File: src/rtl/challenge_seq_pkg.sv
// challenge_seq_pkg: shared state encoding and default widths for challenge_sequencer
package challenge_seq_pkg;
  localparam int CHALL_W_DEF = 8;
  localparam int CNT_W_DEF = 8;
  typedef enum logic [2:0] {IDLE, LOAD, SETTLE, EMIT, STEP, WAIT, DONE} state_t;
endpackage

File: src/rtl/challenge_sequencer.sv
// challenge_sequencer: drives an external scrambler and streams num_chall challenges over a valid/ready port
module challenge_sequencer
  import challenge_seq_pkg::*;
#(
  parameter int CHALL_W = CHALL_W_DEF,
  parameter int CNT_W = CNT_W_DEF
) (
  input  logic               clk,
  input  logic               reset,
  input  logic               start,
  input  logic [CHALL_W-1:0] seed,
  input  logic [CNT_W-1:0]   num_chall,
  output logic [CHALL_W-1:0] scr_chall_in,
  output logic               scr_reset,
  output logic               scr_increment,
  input  logic [CHALL_W-1:0] scr_chall_out,
  output logic               chall_valid,
  output logic [CHALL_W-1:0] chall_data,
  input  logic               chall_ready,
  output logic               busy,
  output logic               done
);
  state_t state_q, state_d;
  logic [CNT_W-1:0] cnt_q, cnt_d;
  logic [CHALL_W-1:0] seed_q, seed_d, data_q, data_d;
  logic rst_q, rst_d, inc_q, inc_d, valid_q, valid_d, busy_q, busy_d, done_q, done_d;
  always_comb begin
    state_d = state_q;
    cnt_d = cnt_q;
    seed_d = seed_q;
    case (state_q)
      IDLE: if (start) begin
        seed_d = seed;
        cnt_d = num_chall;
        state_d = (num_chall == '0) ? DONE : LOAD;
      end
      LOAD: state_d = SETTLE;
      SETTLE: state_d = EMIT;
      EMIT: if (valid_q && chall_ready) begin
        cnt_d = cnt_q - CNT_W'(1);
        state_d = (cnt_q == CNT_W'(1)) ? DONE : STEP;
      end
      STEP: state_d = WAIT;
      WAIT: state_d = EMIT;
      default: state_d = IDLE;
    endcase
    data_d = (state_d == EMIT && state_q != EMIT) ? scr_chall_out : data_q;
    rst_d = state_d == LOAD;
    inc_d = state_d == STEP;
    valid_d = state_d == EMIT;
    busy_d = state_d != IDLE;
    done_d = state_d == DONE;
  end
  always_ff @(posedge clk) begin
    if (reset) begin
      state_q <= IDLE;
      cnt_q <= '0;
      seed_q <= '0;
      data_q <= '0;
      rst_q <= 1'b0;
      inc_q <= 1'b0;
      valid_q <= 1'b0;
      busy_q <= 1'b0;
      done_q <= 1'b0;
    end else begin
      state_q <= state_d;
      cnt_q <= cnt_d;
      seed_q <= seed_d;
      data_q <= data_d;
      rst_q <= rst_d;
      inc_q <= inc_d;
      valid_q <= valid_d;
      busy_q <= busy_d;
      done_q <= done_d;
    end
  end
  assign scr_chall_in = seed_q;
  assign scr_reset = rst_q;
  assign scr_increment = inc_q;
  assign chall_valid = valid_q;
  assign chall_data = data_q;
  assign busy = busy_q;
  assign done = done_q;
endmodule

File: config.mk
export PLATFORM = sky130hd
export DESIGN_NAME = challenge_sequencer
export DESIGN_NICKNAME = d
export VERILOG_FILES = /design/src/rtl/challenge_seq_pkg.sv /design/src/rtl/challenge_sequencer.sv
export SDC_FILE = /design/constraint.sdc
export NUM_CORES = 1
export LEC_CHECK = 0
export CORE_MARGIN = 5
export CORE_UTILIZATION = 41
export DETAILED_ROUTE_END_ITERATION = 12
export PLACE_DENSITY = 0.72
export SYNTH_ARGS = -nofsm -noshare
export SYNTH_HDL_FRONTEND = slang
export SYNTH_SLANG_ARGS = --single-unit
File: constraint.sdc
create_clock -name clk -period 1.9 [get_ports clk]
set_clock_uncertainty 0.15 [all_clocks]
set_input_delay 0.19 -clock clk [delete_from_list [all_inputs] [get_ports clk]]
set_output_delay 0.19 -clock clk [all_outputs]
set_load 0.005 [all_outputs]
==> results of run 1 <==
[worst min-delay path, cell delays in order]
cell             delay (ns)
clkdlybuf4s50_1        0.39
nand2_1                0.05
a21oi_1                0.05
[flip-flops by register name, summed over array words and instances, names as in the netlist]
| signal | count |
|---|---|
| scr_reset | 1 |
| busy | 1 |
| cnt_q | 8 |
| state_q | 3 |
| chall_valid | 1 |
| scr_increment | 1 |
| done | 1 |
| chall_data | 8 |
| scr_chall_in | 8 |
[worst paths after layout]
path	startpoint	to	slack [ns]	cells past startpoint
worst max-delay path	num_chall[6]	chall_data[2]	0.13	8
worst min-delay path	seed[5]	scr_chall_in[5]	0.30	3
worst max register to register	cnt_q[1]	chall_data[2]	0.15	8
worst min register to register	scr_chall_in[2]	scr_chall_in[2]	0.31	2
[cell type report]
| class | instances | area share (%) |
|---|---|---|
| well taps | 48 | 2.49 |
| repair buffers | 76 | 29.2 |
| inverters | 3 | 0.467 |
| multi-input cells | 135 | 36.7 |
| flip-flops and latches | 32 | 26.7 |
| clock buffers | 6 | 3.01 |
| clock inverters | 2 | 1.45 |
[where the power goes]
part	switching, mW	total, mW	internal, mW	leakage, nW
Sequential	0.0420	0.765	0.723	0.263
Clock	0.236	0.624	0.389	0.0552
Combinational	0.172	0.421	0.250	0.611
Total	0.449	1.81	1.36	0.929
[layer usage]
| layer | vias up | global-route usage (%) | routed length (microns) |
|---|---|---|---|
| li1 | 787 | - | - |
| met1 | 691 | 19.6 | 1800 |
| met2 | 58 | 24.4 | 1720 |
| met3 | 4 | 5.19 | 343 |
| met4 | 0 | 6.26 | 50 |
| met5 | - | 0 | 0 |
[logic make-up (layout without fill, tap and decap cells)]
group	after synthesis	after routing
buf+inv	13	87
fa+ha+maj	2	2
mux	9	9
flops	32	32
simple gates	82	82
compound gates	42	42
[synthesized netlist by cell type (2+ instances only)]
cell	n	share of area [%]
a211oi_1	5	2.4
a21oi_1	16	5.2
a221oi_1	2	1.1
a31oi_1	3	1.2
and3_1	3	1.2
buf_2	2	0.65
buf_6	2	1.5
clkbuf_1	5	1.2
dfxtp_1	32	41
ha_1	2	1.6
inv_1	3	0.73
mux2i_1	9	5.8
nand2_1	23	5.6
nand2b_1	17	6.9
nand3_1	3	0.97
nand3b_1	2	0.97
nand4_1	3	1.2
nor2_1	12	2.9
nor2b_1	2	0.81
nor3_1	5	1.6
nor4_1	3	1.2
o21ai_0	6	1.9
[stage by stage]
stage	hold slack (ns)	cells	TNS, ns	total power, mW	utilization, %
2_1_floorplan	0.176	180	0	0.963	-
3_3_place_gp	0.293	294	-3.13	1.18	61.5
3_5_place_dp	0.300	294	-3.33	1.18	61.5
4_1_cts	0.292	302	0	1.82	64.5
5_1_grt	0.301	302	0	1.91	65.9
6_report	0.302	302	0	1.81	65.9
[cells in the final DEF, fill, tap and decap left out, types with 4 or more instances in the layout]
master,count
a211oi_1,5
a21oi_1,16
buf_4,27
clkbuf_8,5
clkdlybuf4s50_1,48
dfxtp_1,30
mux2i_1,9
nand2_1,23
nand2b_1,17
nor2_1,12
nor3_1,4
o21ai_0,6
[repair_timing]
| item | in CTS | in global routing |
|---|---|---|
| hold buffers | 0 | 0 |
| resized for setup | 0 | 11 |
| endpoints found under the setup margin | 0 | 18 |
==> impl_results.md, run 1 <==
* Reg area at approximately 640 sq um
* CTS max path bufs at 2
* Final period util at between 90% and 100%
* Final hold violation count at 0
* Post-route minimum period at between 1.5 and 2 ns
* Crit end category: flip-flop
* Share of cells above drive strength 1 at 19.7%
* CP peak stage delay at about 0.43 ns
* Row Count at 22
* Number of global-route vias before repair at between 1k and 1.5k
* Footprint of the multi-input gates at 886 sq um
* Number of fill cells at approximately 320
* Synth warnings at 0
* WL/cell at 12.9 microns
* Post-DP HPWL at 3010 microns
* Synth-to-Final Area Change at 56.2%
* DRC viols at 0
* Initial antenna violation count at 0
* Largest net degree at the start of global routing at 19
* CTS root buf: clkbuf_8
* Mux share of post-synthesis cell area at under 10%
* Synth Area in XOR/XNOR at 0%
* Ant diodes at 0
* Detailed-route vias per instance at between 5 and 6
* Count of cell types in the netlist at 42
* RSZ-0062 raised after global routing: false
* DP Area at between 0.002 and 0.0025 sq mm
* # port buffers at 48
* Compound-Gate Fraction of Synth Area at between 10% and 20%
* CTS buffer count at 5
* Crit Path Max Fanout at 8
* Power per Cell Area at 751 mW/mm^2
* Crit-path cells: clkdlybuf4s50_1 -> nor4_1 -> buf_4 -> nand3_1 -> nand3_2 -> and3_4 -> buf_12 -> mux2i_1
* Simple-Gate Fraction of Synth Area at just under 30%
* Status: finished clean
* Setup bufs post-CTS at 0
* Clock Pin Slew Worst Setup and Hold Paths at roughly 0.060 ns
* Mapped Area at 0.00154 sq mm
* Slew @ Worst Pin at 0.345 ns
* Max Freq at 0.566 GHz
* Maximum VDD drop at roughly 0.49 mV
* First-pass GRT wire length at 6310 microns
* Starting density of the core at 42.2%
* Mapped Cells at 180
* H-tree Lvls at 2
* CTS tree: yes
* Net count after synthesis at 210
* RD Place Congestion at roughly 0.87
* CP max-delay cell: clkdlybuf4s50_1
* Post-Route WL at just under 4000 microns
* Sequential area share after synthesis at ~41%
* Worst Hold Class: in -> reg
* Pleak at between 0.9 and 1 nW
* Post-Syn Area per Cell at 8.58 sq um
* Die footprint at 0.00509 sq mm
* Final Max Slew Viols at 0
* Nets at approximately 280
* Post-layout worst setup margin at around 0.13 ns
* Worst-Skew Late Latency at approximately 0.28 ns
* Post-Synth Adder-Cell Area at ~1.6%
* Routed vias at between 1.5k and 2k
* Family with the most delay on the worst path: simple AND/OR/NAND/NOR gates
* Dominant synthesized flop cell: dfxtp_1
* Gr ovfl total at 0
* I/O pin count at a little under 50
* Critical path class: in -> reg
* Post-place setup slack at -0.221 ns
* Final instance area at about 0.0024 sq mm
* Total GRT Usage at between 15 and 20%
* Core area at roughly 0.0037 sq mm
* Dominant combinational cell family by area after synthesis: simple AND/OR/NAND/NOR gates
* Worst Path Arrival at between 1.5 and 2 ns
* Data required, critical path at about 2.0 ns
* Die Ht at around 71 microns
* CP Buf/Inv Count at 3
* Max-capacitance violation count at 0
* DRT antenna net count at 0
* Post-synth ARST share at 0%
* Startpoint types: input pin
* Yosys reg bits at 32
* Sink Count at 32
* Number of synthesized flops with an enable pin at 0
* Drt first-iter violations at 71
* Drt pass-1 iters at 4
* Final setup fails at 0
* Max transition margin at 76.9%
* Chip width at ~71 microns
Note: power is estimated with default switching activity, not from simulation.
==> inputs of run 2 (changes only) <==
- ABC_CLOCK_PERIOD_IN_PS: default -> 1900
==> results of run 2 <==
Same layout as run 1: the final DEF is identical, and so are final timing and power.
